===== config.mk =====
export PLATFORM = sky130hd
export DESIGN_NAME = fetch_sequencer
export DESIGN_NICKNAME = d
export VERILOG_FILES = /design/src/rtl/fetch_pkg.sv /design/src/rtl/fetch_skid.sv /design/src/rtl/fetch_sequencer.sv
export SDC_FILE = /design/constraint.sdc
export NUM_CORES = 1
export LEC_CHECK = 0
export ABC_AREA = 1
export ABC_CLOCK_PERIOD_IN_PS = 1500
export CAP_MARGIN = 20
export CORE_UTILIZATION = 29
export CTS_BUF_LIST = sky130_fd_sc_hd__clkbuf_16
export DETAILED_ROUTE_END_ITERATION = 7
export DONT_BUFFER_PORTS = 1
export PLACE_DENSITY = 0.41
export SYNTH_ARGS = -nofsm -noshare
export SYNTH_HDL_FRONTEND = slang
export SYNTH_HIERARCHICAL = 1
export SYNTH_SLANG_ARGS = --single-unit

===== constraint.sdc =====
create_clock -name clk -period 1.5 [get_ports clk]
set_input_delay 0.3 -clock clk [delete_from_list [all_inputs] [get_ports clk]]
set_output_delay 0.3 -clock clk [all_outputs]
set_load 0.02 [all_outputs]

===== src/rtl/fetch_pkg.sv =====
// fetch_pkg
//   Shared definitions for the fetch stage: default widths, the reset fetch
//   address, the sequencer state encoding, and the sequential PC increment.
//   Also holds a small saturating-increment helper for the 16-bit counters.
package fetch_pkg;

   localparam int              PC_W     = 16;
   localparam int              INSN_W   = 16;
   localparam logic [15:0]     RESET_PC = 16'h0000;
   localparam int              PC_STEP  = 2;

   typedef enum logic {
      RUN  = 1'b0,
      HALT = 1'b1
   } fetch_state_t;

   // Sticks at all-ones instead of wrapping.
   function automatic logic [15:0] sat_inc16(input logic [15:0] v);
      return (v == 16'hFFFF) ? v : v + 16'd1;
   endfunction

endpackage


===== src/rtl/fetch_skid.sv =====
// fetch_skid
//   One-entry skid store for the instruction presented to decode. While decode
//   stalls, the memory output moves on to the next address, so the first
//   stalled word is captured here and selected in place of the live data.
// Ports:
//   clk        system clock, rising edge
//   reset      asynchronous, active-low
//   capture    presented instruction was not accepted this cycle
//   clear      presented instruction moves on (advance, redirect or halt)
//   d          live memory read data
//   q_sel_out  instruction to present: held word if one is stored, else d
module fetch_skid #(
   parameter int INSN_W = fetch_pkg::INSN_W
) (
   input  logic              clk,
   input  logic              reset,
   input  logic              capture,
   input  logic              clear,
   input  logic [INSN_W-1:0] d,
   output logic [INSN_W-1:0] q_sel_out
);

   logic              hold_valid;
   logic [INSN_W-1:0] hold_ir;

   // NOTE: state registers use non-blocking assignments so every flop samples
   // pre-edge values, regardless of the order statements appear in.
   always_ff @(posedge clk or negedge reset) begin
      if (!reset) begin
         hold_valid <= 1'b0;
         hold_ir    <= '0;
      end else if (clear) begin
         hold_valid <= 1'b0;
      end else if (capture && !hold_valid) begin
         // Only the first stalled cycle holds the correct word; later cycles
         // already show the next instruction on d.
         hold_ir    <= d;
         hold_valid <= 1'b1;
      end
   end

   assign q_sel_out = hold_valid ? hold_ir : d;

endmodule


===== src/rtl/fetch_sequencer.sv =====
// fetch_sequencer
//   Drives the PC / instruction-memory side of fetch and presents one
//   instruction per cycle to decode with a valid/stall handshake.
//   Next-address priority: redirect > halt > stall > sequential (+2).
// Ports:
//   clk, reset                  clock; asynchronous active-low reset
//   stall                       decode cannot take the presented instruction
//   redirect_valid/redirect_pc  taken branch/jump target from execute
//   halt                        stop fetching until reset
//   imem_addr/imem_en/ir_in     synchronous-read memory, 1-cycle latency
//   if_valid/if_ir/if_pc/if_pcp2  presented instruction, address, address+2
//   flush                       one-cycle pulse after an accepted redirect
//   misaligned                  sticky: a redirect target had bit 0 set
//   halted                      sequencer is in HALT
//   fetch_count                 accepted instructions (wraps)
//   stall_cycles                cycles with if_valid && stall (saturates)
module fetch_sequencer #(
   parameter logic [15:0] RESET_PC = fetch_pkg::RESET_PC,
   parameter int          PC_W     = fetch_pkg::PC_W,
   parameter int          INSN_W   = fetch_pkg::INSN_W
) (
   input  logic              clk,
   input  logic              reset,
   input  logic              stall,
   input  logic              redirect_valid,
   input  logic [PC_W-1:0]   redirect_pc,
   input  logic              halt,
   output logic [PC_W-1:0]   imem_addr,
   output logic              imem_en,
   input  logic [INSN_W-1:0] ir_in,
   output logic              if_valid,
   output logic [INSN_W-1:0] if_ir,
   output logic [PC_W-1:0]   if_pc,
   output logic [PC_W-1:0]   if_pcp2,
   output logic              flush,
   output logic              misaligned,
   output logic              halted,
   output logic [15:0]       fetch_count,
   output logic [15:0]       stall_cycles
);

   import fetch_pkg::*;

   localparam logic [PC_W-1:0] STEP     = PC_W'(PC_STEP);
   localparam logic [PC_W-1:0] START_PC = PC_W'(RESET_PC);

   fetch_state_t      state;
   logic [PC_W-1:0]   pc_q;
   logic              inflight_valid;
   logic [PC_W-1:0]   inflight_pc;
   logic              advance;
   logic              accept;

   assign imem_addr = pc_q;
   assign imem_en   = (state == RUN);

   assign if_valid  = inflight_valid && (state == RUN);
   assign if_pc     = inflight_pc;
   assign if_pcp2   = inflight_pc + STEP;

   // A missing instruction never blocks the pipe; only a valid, stalled one does.
   assign advance   = !(if_valid && stall);
   assign accept    = if_valid && !stall;

   // Redirect and halt discard the presented instruction, so they also empty
   // the skid store; clear wins over capture inside the skid.
   fetch_skid #(.INSN_W(INSN_W)) u_skid (
      .clk       (clk),
      .reset     (reset),
      .capture   (!advance),
      .clear     (redirect_valid || halt || advance),
      .d         (ir_in),
      .q_sel_out (if_ir)
   );

   always_ff @(posedge clk or negedge reset) begin
      if (!reset) begin
         state          <= RUN;
         halted         <= 1'b0;
         pc_q           <= START_PC;
         inflight_valid <= 1'b0;
         inflight_pc    <= '0;
         flush          <= 1'b0;
         misaligned     <= 1'b0;
         fetch_count    <= '0;
         stall_cycles   <= '0;
      end else begin
         flush <= redirect_valid;

         if (accept) begin
            fetch_count <= fetch_count + 16'd1;
         end
         if (if_valid && stall) begin
            stall_cycles <= sat_inc16(stall_cycles);
         end

         if (redirect_valid) begin
            // Fetch is halfword-aligned; drop bit 0 and remember the fault.
            pc_q           <= {redirect_pc[PC_W-1:1], 1'b0};
            inflight_valid <= 1'b0;
            if (redirect_pc[0]) begin
               misaligned <= 1'b1;
            end
         end else if (state == RUN) begin
            if (halt) begin
               state          <= HALT;
               halted         <= 1'b1;
               inflight_valid <= 1'b0;
            end else if (advance) begin
               inflight_pc    <= pc_q;
               inflight_valid <= 1'b1;
               pc_q           <= pc_q + STEP;
            end
            // Stalled: pc_q keeps the next address on the memory, so ir_in is
            // already the following instruction when the stall releases.
         end
      end
   end

endmodule


Word-level counts from Yosys, hierarchy flattened:

Cells that the tools add are included.

* logic and storage cells: 56
* register bits: 86
* input port bits: 37
* output and inout port bits: 101

* add/subtract/negate cells: 4
* equal/unequal tests: 5
* reduce and logical (&&, ||, !) cells: 17
* muxes and demuxes: 13
* bitwise operators: 6

Operator list (number)
* 16-bit two-way mux: 5
* 16-bit by 1-bit adder with 16-bit output, second input constant: 2
* 16-bit by 2-bit adder with 16-bit output, second input constant: 2
* 16-bit == test, second input constant: 1
* 1-bit two-way mux: 8
* 2-bit AND reduction: 4
* 2-bit != test, second input constant: 3
* 1-bit NOT: 6
* 3-bit AND reduction: 2
* 1-bit logical AND: 4
* 4-bit AND reduction: 1
* 1-bit zero test: 3
* 3-bit != test, second input constant: 1
* 1-bit logical OR: 2
* 2-bit nonzero test: 1

Depth between registers and ports, before layout:

Gate-level depths: netlist of the first run.

* depth in word-level cells: 7
* depth in mapped cells: 9
* mapped depth without buffers: 8

Hierarchy:

The synthesis of the first run kept the hierarchy.

Modules (own cells, without submodules)
* fetch_sequencer: times used 1, area an instance 3849.9 um^2, cells each 520, seq. area each 1676.6 um^2
* fetch_skid: times used 1, area an instance 923.4 um^2, cells each 126, seq. area each 425.4 um^2

Least setup slack after synthesis of the first run:

OpenSTA, ideal clock, no wires.

* path type: reg2out
* start point: register inflight_pc[6] (netlist: if_pc[6])
* end point: output port if_pcp2[10]
* slack: -0.194 ns
* arrival: 1.394 ns
* path buffers: 0
* stages on the path, launching flop included: 5
* cell sequence: dfrtp_1 > nand2_1 > nor3_1 > nand3_1 > xnor2_1

* longest elaborated chain between the ends: 1

RTL lines
* start, declared: line fetch_sequencer.sv:50 `logic [PC_W-1:0] inflight_pc;`
* start signal, assigned: line fetch_sequencer.sv:110 `inflight_pc <= pc_q;`
* 16-bit by 2-bit adder with 16-bit output: line fetch_sequencer.sv:59 `assign if_pcp2 = inflight_pc + STEP;`
* end, declared: line fetch_sequencer.sv:34 `output logic [PC_W-1:0] if_pcp2,`

No other way between the ends.

Worst setup path in the final report of the first run:

* start point: register inflight_pc[9] (netlist: if_pc[9])
* end point: output port if_pcp2[14]

Same word-level chain as after synthesis.

==> results of run 1 <==
==> logic make-up after synthesis <==
kind of cell               share of synthesized area
and+or+nand+nor                               0.3717
adders and majority gates                    0.01049
muxes                                       0.002359
xor gates and xnor gates                     0.05321
DFF                                           0.4404
other                                      0.0007856
AOI/OAI and AO/OA                            0.04719
buffers and inverters                        0.07392
==> repair_timing <==
item,4_1_cts,5_1_grt
setup endpoints to repair,29,73
pin swaps,21,39
cloned,1,9
buffers inserted,7,19
hold endpoints to repair,85,84
resized for setup,68,141
==> final timing paths <==
| kind | from | end | slack [ns] |
|---|---|---|---|
| min | reset | fetch_count[13] | -0.35 |
| min reg2reg | u_skid/hold_ir[11] | u_skid/hold_ir[11] | 0.50 |
| max reg2reg | state | imem_addr[13] | -0.03 |
| max | if_pc[9] | if_pcp2[14] | -0.33 |
| max in group asynchronous | reset | u_skid/hold_valid | 1.72 |
| min in group clk | redirect_pc[0] | misaligned | 0.08 |
==> through the flow <==
stage | power (mW) | util
after global routing | 5.489 | 0.4582
after CTS | 5.298 | 0.4037
after global placement | 2.941 | 0.3641
after floorplan | 2.765 | -
final | 5.240 | 0.4582
after detailed placement | 2.944 | 0.3641
==> cells in the mapped netlist <==
cell type and n:
nand3_2 3, nand3b_1 2, nor2_2 4, o21bai_1 1, nand2_1 267, inv_2 4, nor2_4 3, ha_1 4
mux2_2 1, nand3_4 2, buf_2 11, inv_6 1, nand3_1 36, nand2_2 2, buf_4 5, or2_2 1
xor2_1 15, o211ai_1 4, clkbuf_1 2, conb_1 1, a21oi_1 7, nor3_1 3, dfrtp_1 84, nor3_4 1
nor2_1 56, nand4_1 29, o22ai_1 1, buf_6 3, xnor2_1 14, a31oi_1 2, inv_1 52, o21ai_4 1
nand2_4 1, o21ai_1 6, a21o_1 1, o21ai_0 16
==> metal layers <==
metal | vias up | routed length [µm]
li1 | 2313 | -
met1 | 2235 | 6377
met2 | 116 | 7560
met3 | 17 | 1065
met4 | 0 | 230
met5 | - | 0
==> report_power, final <==
part | switching [mW] | leakage, nW | total, mW | internal [mW]
logic | 0.375 | 2.38 | 0.599 | 0.224
registers | 0.0673 | 1.06 | 2.39 | 2.33
clock network | 0.963 | 0.147 | 2.25 | 1.28
==> layout make-up <==
class / count / area share
inverters: 57 / 0.03396
clock buffers: 9 / 0.03072
repair buffers: 133 / 0.1744
clock inverters: 7 / 0.009386
multi-input cells: 488 / 0.4249
well taps: 216 / 0.03686
repair inverters: 1 / 0.0005119
flip-flops and latches: 84 / 0.2892
==> placed cells by master, fill, tap and decap left out, types with 3 or more instances in the layout <==
cell type     n
nand3_1      28
nor2_4       15
inv_2         6
xnor2_1      10
nand4_1      29
clkinv_4      3
conb_1        3
nand2_1     202
inv_1        46
o21ai_1       8
clkinvlp_4    3
clkbuf_16    15
nor2_1       39
nand3_2       5
xor2_1       12
nor3_4        3
buf_12        9
dfrtp_2      15
a21oi_1       6
buf_6        14
nor2_2        9
nand2_4      40
dfrtp_1      69
o21ai_0       9
nand3_4      10
o21ai_2       5
o211ai_1      4
buf_4       102
nand2_2      27
==> state kept, by name, indices dropped and copies added (netlist names), 15 cells and up <==
signal          count
fetch_count        16
stall_cycles       16
u_skid/hold_ir     16
if_pc              15
imem_addr          15
==> reports/qor.yml, run 1 <==
detailed_routing:
  drt_pass1_iterations: 4
  num_vias: 4681
  viasPerCell: 4.705
  drtIter0Drc: 151
  drcViolationCount: 0
  ant_nets: 0
  routedWlPerCell_um: 15.31
  routed_wl_um: 15230
sta:
  final.setup.tns_ns: -4.545
  finalSetupViolCount: 32
  fmaxAchievable_mhz: 546.8
  layout_min_cycle_time_ns: 1.829
  final-hold-violation-count: 84
  timing.hold.ws_ns: -0.3532
  worst_slack_ns: -0.3289
  drv_slew: 0
  finClkSkew_ns: 0.007005
  period_share: 1.219
  rsz0062_at_grt: "yes"
synthesis:
  ys_top_cells_by_area: "dfrtp_1 44%, nand2_1 21%, nor2_1 4.4%, inv_1 4.1%, nand4_1 3.8%"
  synthCells: 646
  synthDistinctLibCells: 36
  synth.avg_cell_area_um2: 7.389
  yosysTopAreaCellShare: 0.4404
  seq_area_frac_synth: 0.4404
  syn-cell-area_mm2: 0.004773
  ys_warn_count: 6
  synth.ff_latch_count: 84
  yosysTopAreaCell: "dfrtp_1"
cells_and_area:
  syn2layout_area_growth_pct: 53.60
  insertedDiodeCount: 0
  fin_cells: 995
  final_area_mm2: 0.007332
  regArea_mm2: 0.002121
  drive_above_1_share: 0.3915
  layout.nets: 815
  fillers: 1655
  multi_input_comb_area_mm2: 0.003115
floorplan:
  fp.dieH_um: 130.3
  initial_utilization: 0.2983
  fp.dieW_um: 130.3
  num_rows: 46
  dieArea_mm2: 0.01698
  core_mm2: 0.01600
  ios: 138
power_and_ir_drop:
  power_density_mw_per_mm2: 714.7
  irDropWorstVdd_mv: 0.5056
  leakage_nw: 3.595
worst_setup_path:
  critPathMaxStageDelay_ns: 0.39
  crit_buf_inv: 1
  cp.required_ns: 1.20
  cp.depth: 5
  worstSetupPathType: "reg -> out"
  crit_slowest_cell: "dfrtp_2"
  start_kind: "flop"
  crit_family: "simple AND/OR/NAND/NOR gates"
  cp-end-kind: "output port"
  r2r_cells: 8
  critical_path.max_fanout: 3
  worstPathCellList: "inv_2, nor3_4, nand2_1, nor2_2, xor2_2"
  arrival_ns: 1.53
cts:
  clk_pin_slew_ns: 0.07
  ctsHoldBuffers: 1
  cts_root_buf: "clkbuf_16"
  cts_buffers: 9
  cts_tree: "yes"
  cts.sinks: 84
  worstSkewPairLatency_ns: 0.35
  htree_levels: 3
  cts_buffer_depth: 2
status:
  violations: "hold timing, setup timing"
  status: "finished, violations left"
place:
  post_dp_cell_area_mm2: 0.005826
  dp_hpwl_um: 10020
  gp_congestion: 0.7759
  place_inst: 943
  place_ws_ns: -0.05397
  io_buffers: 0
global_routing:
  met1_usage: 0.2037
  grt_antenna_before_repair: 0
  use_met3: 0.05166
  top_usage_layer: "met2"
  grt_max_degree: 85
  grt_pass1_vias: 4454
  grt_overflow_total: 0
  grtUsageMet2: 0.2894
  grt_first_pass_wirelength_um: 22200
  grtUsageTotal: 0.1720
job:
  cap_violations: 0
min_path:
  hold_path_class: "in -> async"
(Power assumes the default switching activity.)
==> inputs of run 2 (changes only) <==
Settings changed: CORE_MARGIN set to 3, CTS_BUF_LIST sky130_fd_sc_hd__clkbuf_16 to not set.
==> reports/qor.yml, run 2 (synthesis gave the netlist of run 1 again) <==
sta:
  layout_min_cycle_time_ns: 1.792
  worst_slack_ns: -0.2921
  drv_slew: 0
  rsz0062_at_grt: "yes"
  timing.hold.ws_ns: -0.3488
  final-hold-violation-count: 84
  finClkSkew_ns: 0.006292
  period_share: 1.195
  fmaxAchievable_mhz: 558.0
  finalSetupViolCount: 14
worst_setup_path:
  cp-end-kind: "output port"
  crit_start: "if_pc[1]"
  arrival_ns: 1.49
  critical_path.max_fanout: 3
  crit_slowest_cell: "dfrtp_2"
  worstPathCellList: "nand3_2, nor2_4, nand2_4, buf_4, xnor2_1, buf_4"
  cp.required_ns: 1.20
  worstSetupPathType: "reg -> out"
  cpMostUsedCell: "buf_4"
  critPathMaxStageDelay_ns: 0.40
  start_kind: "flop"
  reg2reg_from: "state"
place:
  place_inst: 943
  io_buffers: 0
  dp_hpwl_um: 10120
  gp_congestion: 0.8176
  post_dp_cell_area_mm2: 0.005826
floorplan:
  fp.dieH_um: 134.3
  fp.dieW_um: 134.3
  core_mm2: 0.01600
  ios: 138
  dieArea_mm2: 0.01804
  num_rows: 46
  initial_utilization: 0.2983
power_and_ir_drop:
  p_total_mw: 5.564
  p_sw_frac: 0.2446
  p_clk_frac: 0.469
  combPwrFrac: 0.101
  irDropWorstVdd_mv: 0.7015
  power_density_mw_per_mm2: 805.9
  power.internal_mw: 4.203
  leakage_nw: 3.311
  switchingPower_mw: 1.361
  seqPwrFrac: 0.430
cells_and_area:
  syn2layout_area_growth_pct: 44.64
  fin_cells: 988
  layout_commonest_cell: "nand2_1"
  final_area_mm2: 0.006904
  layout_common_cells: "221 x nand2_1, 105 x buf_4, 67 x dfrtp_1"
  layout.nets: 807
  drive_above_1_share: 0.3476
  top_regs: "fetch_count: 16 flops, stall_cycles: 16 flops, u_skid/hold_ir: 16 flops"
global_routing:
  grtUsageTotal: 0.1555
  top_usage_layer: "met2"
  met1_usage: 0.1864
  grt_pass1_vias: 4336
  grtUsageMet2: 0.2648
  grt_antenna_before_repair: 1
  grt_max_degree: 85
  use_met3: 0.05889
  grt_first_pass_wirelength_um: 22360
  grt_overflow_total: 0
detailed_routing:
  num_vias: 4543
  drt_pass1_iterations: 4
  routedWlPerCell_um: 14.72
  viasPerCell: 4.598
  routed_wl_um: 14550
  ant_nets: 0
  drtIter0Drc: 165
  drcViolationCount: 0
cts:
  cts_root_buf: "clkbuf_16"
  cts_tree: "yes"
  cts_buffers: 9
  cts.sinks: 84
  clk_pin_slew_ns: 0.06
  ctsHoldBuffers: 1
  htree_levels: 3
  cts_buffer_depth: 2
  worstSkewPairLatency_ns: 0.34
job:
  cap_violations: 0
status:
  status: "finished, violations left"
  violations: "hold timing, setup timing"
min_path:
  hold_path_class: "in -> async"
[run 2: worst max-delay path, delay by kind of cell, from the launching register on]
| kind | cells | cell delay, ns |
|---|---|---|
| and+or+nand+nor | 3 | 0.33 |
| DFF | 1 | 0.40 |
| buffers and inverters | 2 | 0.30 |
| xor gates and xnor gates | 1 | 0.12 |
[run 2: power by group through the flow]
| stage | Sequential (mW) | Clock, mW | Combinational (mW) |
|---|---|---|---|
| after floorplan | 2.51 | 0 | 0.255 |
| after global placement | 2.43 | 0 | 0.511 |
| after detailed placement | 2.43 | 0 | 0.512 |
| after CTS | 2.39 | 2.71 | 0.543 |
| after global routing | 2.40 | 2.80 | 0.617 |
| final | 2.39 | 2.61 | 0.560 |
[run 2: area by class of cell]
type | count | area (µm²)
diodes | 1 | 2.502
repair inverters | 1 | 3.754
fillers | 1650 | 9096
clock buffers | 12 | 246.5
well taps | 216 | 270.3
clock inverters | 4 | 97.59
repair buffers | 126 | 1135
flip-flops and latches | 84 | 2123
multi-input cells | 487 | 2784
inverters | 57 | 241.5
[run 2: what timing repair did]
item | 4_1_cts | 5_1_grt
setup buffers | 4 | 15
endpoints found under the hold margin | 85 | 84
cloned | 1 | 7
pin swaps | 9 | 21
resized for setup | 47 | 81
setup endpoints to repair | 29 | 80
[run 2: path summary, 6_finish.rpt]
path	endpoint	slack, ns	cells after the start
min in group clk	misaligned	0.08	1
worst max register to register	imem_addr[12]	0.02	8
worst min register to register	u_skid/hold_ir[1]	0.47	2
worst max-delay path	if_pcp2[6]	-0.29	6
worst min-delay path	u_skid/hold_ir[6]	-0.35	0
max in group asynchronous	u_skid/hold_valid	1.66	0
[run 2: through the flow]
stage                     setup WS (ns)  setup TNS (ns)    util
after floorplan                -0.04413         -0.1180       -
after global placement         -0.04136        -0.09354  0.3641
after detailed placement       -0.07229         -0.1532  0.3641
after CTS                       -0.3293          -3.361  0.3983
after global routing            -0.3676          -5.268  0.4315
final                           -0.2921          -2.940  0.4315
[run 2: per-layer routing]
layer,vias to the layer above,routed length (µm)
li1,2283,-
met1,2128,6114
met2,118,7129
met3,14,1115
met4,0,187
met5,-,0
